===== config.mk =====
export PLATFORM = sky130hd
export DESIGN_NAME = shift_arbiter_ctrl
export DESIGN_NICKNAME = d
export VERILOG_FILES = /design/src/rtl/shift_arbiter_ctrl_pkg.sv /design/src/rtl/shift_arbiter_ctrl_shift_core.sv /design/src/rtl/shift_arbiter_ctrl.sv
export SDC_FILE = /design/constraint.sdc
export NUM_CORES = 1
export LEC_CHECK = 0
export CAP_MARGIN = 40
export CORE_MARGIN = 2
export CORE_UTILIZATION = 45
export CTS_CLUSTER_DIAMETER = 100
export CTS_CLUSTER_SIZE = 30
export DETAILED_ROUTE_END_ITERATION = 10
export PLACE_DENSITY = 0.7
export SETUP_SLACK_MARGIN = 0.4
export SKIP_CTS_REPAIR_TIMING = 1
export SYNTH_ARGS = -nofsm -noshare
export SYNTH_HDL_FRONTEND = slang
export SYNTH_SLANG_ARGS = --single-unit

===== constraint.sdc =====
create_clock -name clk -period 3.33 [get_ports clk]
set_input_delay 0.333 -clock clk [delete_from_list [all_inputs] [get_ports clk]]
set_output_delay 0.333 -clock clk [all_outputs]
set_load 0.005 [all_outputs]

===== src/rtl/shift_arbiter_ctrl_pkg.sv =====
// Shared constants, operation and FSM encodings for the shift arbiter.
// Also hosts the rotate-right primitive used by the shared datapath.
package shift_arbiter_ctrl_pkg;

  localparam int W     = 16;
  localparam int CW    = 4;
  localparam int STATW = 8;

  typedef enum logic [1:0] {
    OP_SLL = 2'b00,
    OP_SRA = 2'b01,
    OP_ROR = 2'b10,
    OP_RSV = 2'b11
  } op_e;

  typedef enum logic [1:0] {
    ST_IDLE = 2'b00,
    ST_EXEC = 2'b01,
    ST_RESP = 2'b10
  } state_e;

  function automatic logic [W-1:0] ror16(input logic [W-1:0] d, input logic [CW-1:0] k);
    logic [2*W-1:0] dbl;
    dbl = {d, d} >> k;
    return dbl[W-1:0];
  endfunction

endpackage


===== src/rtl/shift_arbiter_ctrl_shift_core.sv =====
// Combinational shared datapath: one rotate-right unit, with masking for SLL
// and sign fill for SRA layered on top of the rotated value.
module shift_core
  import shift_arbiter_ctrl_pkg::*;
(
  input  op_e           op,
  input  logic [W-1:0]  data,
  input  logic [CW-1:0] cnt,
  output logic [W-1:0]  result,
  output logic          err
);

  logic [CW-1:0] left_amt;
  logic [W-1:0]  rot_right;
  logic [W-1:0]  rot_left;
  logic [W-1:0]  low_mask;
  logic [W-1:0]  high_mask;

  // A left shift by k is a right rotate by (16-k) mod 16, i.e. the two's complement of k.
  assign left_amt  = ~cnt + CW'(1);
  assign rot_right = ror16(data, cnt);
  assign rot_left  = ror16(data, left_amt);
  assign low_mask  = (W'(1) << cnt) - W'(1);
  assign high_mask = ~({W{1'b1}} >> cnt);

  always_comb begin
    // NOTE: every output gets a default before the case so no latch is inferred.
    result = rot_right;
    err    = 1'b0;
    case (op)
      OP_SLL:  result = rot_left & ~low_mask;
      OP_SRA:  result = (rot_right & ~high_mask) | (data[W-1] ? high_mask : '0);
      OP_ROR:  result = rot_right;
      default: begin
        result = data;
        err    = 1'b1;
      end
    endcase
  end

endmodule


===== src/rtl/shift_arbiter_ctrl.sv =====
// Round-robin arbiter for two requesters sharing one shift datapath:
// IDLE grants and captures operands, EXEC computes, RESP holds the result until taken.
module shift_arbiter_ctrl
  import shift_arbiter_ctrl_pkg::*;
(
  input  logic             clk,
  input  logic             rst_n,
  input  logic             req0_valid,
  output logic             req0_ready,
  input  logic [1:0]       req0_op,
  input  logic [W-1:0]     req0_data,
  input  logic [CW-1:0]    req0_cnt,
  input  logic             req1_valid,
  output logic             req1_ready,
  input  logic [1:0]       req1_op,
  input  logic [W-1:0]     req1_data,
  input  logic [CW-1:0]    req1_cnt,
  output logic             rsp_valid,
  input  logic             rsp_ready,
  output logic [W-1:0]     rsp_data,
  output logic             rsp_id,
  output logic             rsp_err,
  output logic             busy,
  output logic [STATW-1:0] done0_cnt,
  output logic [STATW-1:0] done1_cnt
);

  state_e            state_q, state_d;
  logic              rr_ptr_q, rr_ptr_d;
  op_e               op_q, op_d;
  logic [W-1:0]      data_q, data_d;
  logic [CW-1:0]     cnt_q, cnt_d;
  logic              id_q, id_d;
  logic              rsp_valid_q, rsp_valid_d;
  logic [W-1:0]      rsp_data_q, rsp_data_d;
  logic              rsp_id_q, rsp_id_d;
  logic              rsp_err_q, rsp_err_d;
  logic [STATW-1:0]  done0_cnt_q, done0_cnt_d;
  logic [STATW-1:0]  done1_cnt_q, done1_cnt_d;

  logic              in_idle;
  logic              any_req;
  logic              grant_id;
  logic [W-1:0]      core_result;
  logic              core_err;

  // A lone requester wins outright; rr_ptr only breaks ties.
  assign in_idle  = (state_q == ST_IDLE);
  assign any_req  = req0_valid | req1_valid;
  assign grant_id = (req0_valid && req1_valid) ? rr_ptr_q : req1_valid;

  // Ready is masked by rst_n so nothing looks accepted while reset is held.
  assign req0_ready = rst_n && in_idle && any_req && !grant_id;
  assign req1_ready = rst_n && in_idle && any_req &&  grant_id;

  shift_core u_shift_core (
    .op     (op_q),
    .data   (data_q),
    .cnt    (cnt_q),
    .result (core_result),
    .err    (core_err)
  );

  always_comb begin
    state_d     = state_q;
    rr_ptr_d    = rr_ptr_q;
    op_d        = op_q;
    data_d      = data_q;
    cnt_d       = cnt_q;
    id_d        = id_q;
    rsp_valid_d = rsp_valid_q;
    rsp_data_d  = rsp_data_q;
    rsp_id_d    = rsp_id_q;
    rsp_err_d   = rsp_err_q;
    done0_cnt_d = done0_cnt_q;
    done1_cnt_d = done1_cnt_q;
    case (state_q)
      ST_IDLE: begin
        if (any_req) begin
          id_d     = grant_id;
          op_d     = grant_id ? op_e'(req1_op) : op_e'(req0_op);
          data_d   = grant_id ? req1_data : req0_data;
          cnt_d    = grant_id ? req1_cnt  : req0_cnt;
          rr_ptr_d = ~grant_id;
          state_d  = ST_EXEC;
        end
      end
      ST_EXEC: begin
        rsp_data_d  = core_result;
        rsp_err_d   = core_err;
        rsp_id_d    = id_q;
        rsp_valid_d = 1'b1;
        state_d     = ST_RESP;
      end
      ST_RESP: begin
        if (rsp_ready) begin
          rsp_valid_d = 1'b0;
          if (rsp_id_q) done1_cnt_d = done1_cnt_q + STATW'(1);
          else          done0_cnt_d = done0_cnt_q + STATW'(1);
          state_d = ST_IDLE;
        end
      end
      default: state_d = ST_IDLE;
    endcase
  end

  always_ff @(posedge clk or negedge rst_n) begin
    if (!rst_n) begin
      state_q     <= ST_IDLE;
      rr_ptr_q    <= 1'b0;
      // NOTE: operand registers are reset too, so a dropped operation leaves no stale data behind.
      op_q        <= OP_SLL;
      data_q      <= '0;
      cnt_q       <= '0;
      id_q        <= 1'b0;
      rsp_valid_q <= 1'b0;
      rsp_data_q  <= '0;
      rsp_id_q    <= 1'b0;
      rsp_err_q   <= 1'b0;
      done0_cnt_q <= '0;
      done1_cnt_q <= '0;
    end else begin
      // NOTE: non-blocking assignments keep every flop sampling pre-edge values.
      state_q     <= state_d;
      rr_ptr_q    <= rr_ptr_d;
      op_q        <= op_d;
      data_q      <= data_d;
      cnt_q       <= cnt_d;
      id_q        <= id_d;
      rsp_valid_q <= rsp_valid_d;
      rsp_data_q  <= rsp_data_d;
      rsp_id_q    <= rsp_id_d;
      rsp_err_q   <= rsp_err_d;
      done0_cnt_q <= done0_cnt_d;
      done1_cnt_q <= done1_cnt_d;
    end
  end

  assign rsp_valid = rsp_valid_q;
  assign rsp_data  = rsp_data_q;
  assign rsp_id    = rsp_id_q;
  assign rsp_err   = rsp_err_q;
  assign busy      = !in_idle;
  assign done0_cnt = done0_cnt_q;
  assign done1_cnt = done1_cnt_q;

endmodule


==> impl_metrics.tcl <==
set metrics [dict create \
    finalPower_mw 9.214 \
    max_freq_mhz 370.0 \
    synth_seq_cells 61 \
    finalClockSkew_ps 6.664 \
    globalplace.congestion 0.9979 \
    finalCriticalPeriod_ps 2702 \
    crit_path_start_kind "flop" \
    synth_edf_count 0 \
    finalCritPeriodShare_pct 81.15 \
    setup_viol 0 \
    drive_above_1_share_pct 17.61 \
    final_core_util_pct 56.27 \
    grt_max_degree 50 \
    syn-num-nets 647 \
    grt-ovfl-total 0 \
    clk_pin_slew_ps 60 \
    grt_use_total_pct 30.14 \
    cts_root_buf "clkbuf_16" \
    worstPathMaxFanout 13 \
    tightest_slew_ps 873.2 \
    synth_warnings 0 \
    critPathArrivalTime_ps 2980 \
    rsz0062_at_grt "no" \
    numCtsBuffers 9 \
    diodes 0 \
    start_util_pct 45.59 \
    crit-reg2reg-launch "cnt_q[0]" \
    numClockSinks 61 \
    fillers 1065 \
    powerDensity_mw_per_mm2 1314 \
    synth_flop_cell "dfrtp_1" \
    status "complete, no violations" \
    p_leak_nw 2.900 \
    synth_top_area_cell "dfrtp_1" \
    antenna_found_initial 0 \
    clk_path_buf_depth 2 \
    core_mm2 0.01247 \
    synth_cells 587 \
    r2r-end "rsp_data[9]" \
    required_ps 3610 \
    firstDrtPassIters 7 \
    clk_latency_ps 340 \
    synthTopCellsByCount "dfrtp_1, nand2_1, clkbuf_1" \
    maxCapViolations 0 \
    syn_avg_cell_area_um2 9.681 \
    wl_per_cell_um 23.93 \
    cts_tree "done" \
    synth_top_area_share_pct 26.86 \
    ys_async_sr_fraction_pct 100.0 \
    ios 87 \
    row_count 41 \
    port_buffers 86 \
    drtAntennaViolNets 0 \
    die-area_mm2 0.01354 \
    dieHeight_um 116.4 \
    hpwlAfterDp_mm 13.80 \
    drc_errors 0 \
    via_per_inst 6.754 \
    htreeDepth 3 \
    synth.distinct_cells 62 \
    hold_violations 0 \
    vdd_ir_drop_max_v 0.0005342 \
    ys_seq_area_share_pct 26.86 \
    end_kind "flop" \
    synth_area_leaders "dfrtp_1, mux4_2, mux4_1" \
    critical_path_class "flop to flop" \
    num_vias 5572 \
    drv_slew 0 \
    grt_pass1_wl_mm 30.47 \
    drt-total-wl_mm 19.75 \
    fin_tns_setup_ps 0 \
    dieWidth_um 116.4 \
    drt_first_iter_violations 815 \
    nets 708 \
    netlist_area_mm2 0.005683 \
    hold_class "input port to asynchronous set/reset pin" \
    slew_headroom_pct 40.28 \
    yosysMostFrequentCell "dfrtp_1" \
    area_delta_synth_final_pct 23.43 \
    reg2reg_depth 7 \
    grt_pass1_vias 5332 \
    reg2reg_slack_ps 630 \
]
[sequential cells by signal (all words and copies together) (netlist names)]
| name | flops |
|---|---|
| cnt_q | 4 |
| data_q | 16 |
| done0_cnt | 8 |
| done1_cnt | 8 |
| id_q | 1 |
| op_q | 2 |
| rr_ptr_q | 1 |
| rsp_data | 16 |
| rsp_err | 1 |
| rsp_id | 1 |
| rsp_valid | 1 |
| state_q | 2 |
[critical path: stages (launching register included)]
cell and delay (ps):
dfrtp_2 410, inv_1 100, buf_4 260, ha_1 480
or4_1 290, nor3_1 70, a2111oi_0 780, a221o_1 250
[final cells by class]
| type | instances | area, um2 | share of cell area (%) |
|---|---|---|---|
| multi-input combinational | 422 | 3724 | 53.09 |
| sequential | 61 | 1528 | 21.78 |
| timing repair buffer | 117 | 1107 | 15.79 |
| clock buffer | 11 | 242.7 | 3.461 |
| tap | 172 | 215.2 | 3.068 |
| inverter | 37 | 138.9 | 1.980 |
| clock inverter | 5 | 58.81 | 0.8384 |
[through the flow]
step / instances / setup slack, ps / cell area, um2 / hold slack, ps
floorplan: 587 / 407.5 / 5728 / 37.41
global placement: 806 / 441.4 / 6671 / 274.9
detailed placement: 807 / 482.9 / 6683 / 275.9
CTS: 823 / 443.9 / 6984 / -76.70
global route: 825 / 475.7 / 7014 / 485.0
finish: 825 / 627.6 / 7014 / 453.1
[per-layer routing]
metal / GRT usage, % / vias to the layer above / wire (um)
li1: - / 2401 / -
met1: 40.68 / 2726 / 7849
met2: 44.46 / 382 / 9001
met3: 7.784 / 63 / 1952
met4: 16.59 / 0 / 941
met5: 0 / - / 0
[worst max path at each step]
stage / from / to / slack, ps / cells past startpoint
CTS: cnt_q[0] / rsp_data[10] / 440 / 9
global placement: cnt_q[0] / rsp_data[10] / 440 / 9
floorplan: cnt_q[0] / rsp_data[14] / 410 / 16
detailed placement: cnt_q[0] / rsp_data[10] / 480 / 9
finish: cnt_q[0] / rsp_data[9] / 630 / 7
global route: cnt_q[0] / rsp_data[14] / 480 / 10
[kinds of logic (layout without fill, tap and decap cells)]
kind of cell               count (synthesis)  after routing  share of synthesized area [%]
AOI/OAI and AO/OA                        151            151                          18.76
buffers and inverters                    104            170                          8.234
adders and majority gates                 12             12                          2.598
DFF                                       61             61                          26.86
muxes                                     88             88                          27.23
and+or+nand+nor                          153            153                          13.41
xor gates and xnor gates                  18             18                          2.906
[power by group]
group / internal [mW] / total (mW) / switching [mW]
logic: 3.11 / 6.50 / 3.39
clock network: 0.601 / 0.961 / 0.360
registers: 1.05 / 1.75 / 0.705
total: 4.76 / 9.21 / 4.46
[cell usage in the layout (no fill, tap or decap), types with 6 or more instances in the layout]
| master | count |
|---|---|
| a21oi_1 | 24 |
| mux4_2 | 36 |
| buf_4 | 28 |
| mux4_1 | 12 |
| clkbuf_16 | 9 |
| inv_1 | 36 |
| mux2i_1 | 23 |
| o21ai_0 | 33 |
| o22ai_1 | 6 |
| nand3_1 | 14 |
| a31oi_1 | 8 |
| clkdlybuf4s50_1 | 85 |
| nand2_1 | 47 |
| mux2_2 | 17 |
| nor2b_1 | 6 |
| and3_1 | 7 |
| nor3_1 | 8 |
| o211ai_1 | 7 |
| xnor2_1 | 12 |
| a222oi_1 | 22 |
| nand2b_1 | 9 |
| nor2_1 | 28 |
| dfrtp_1 | 60 |
| ha_1 | 7 |
Power figures use the tool's default switching activity.
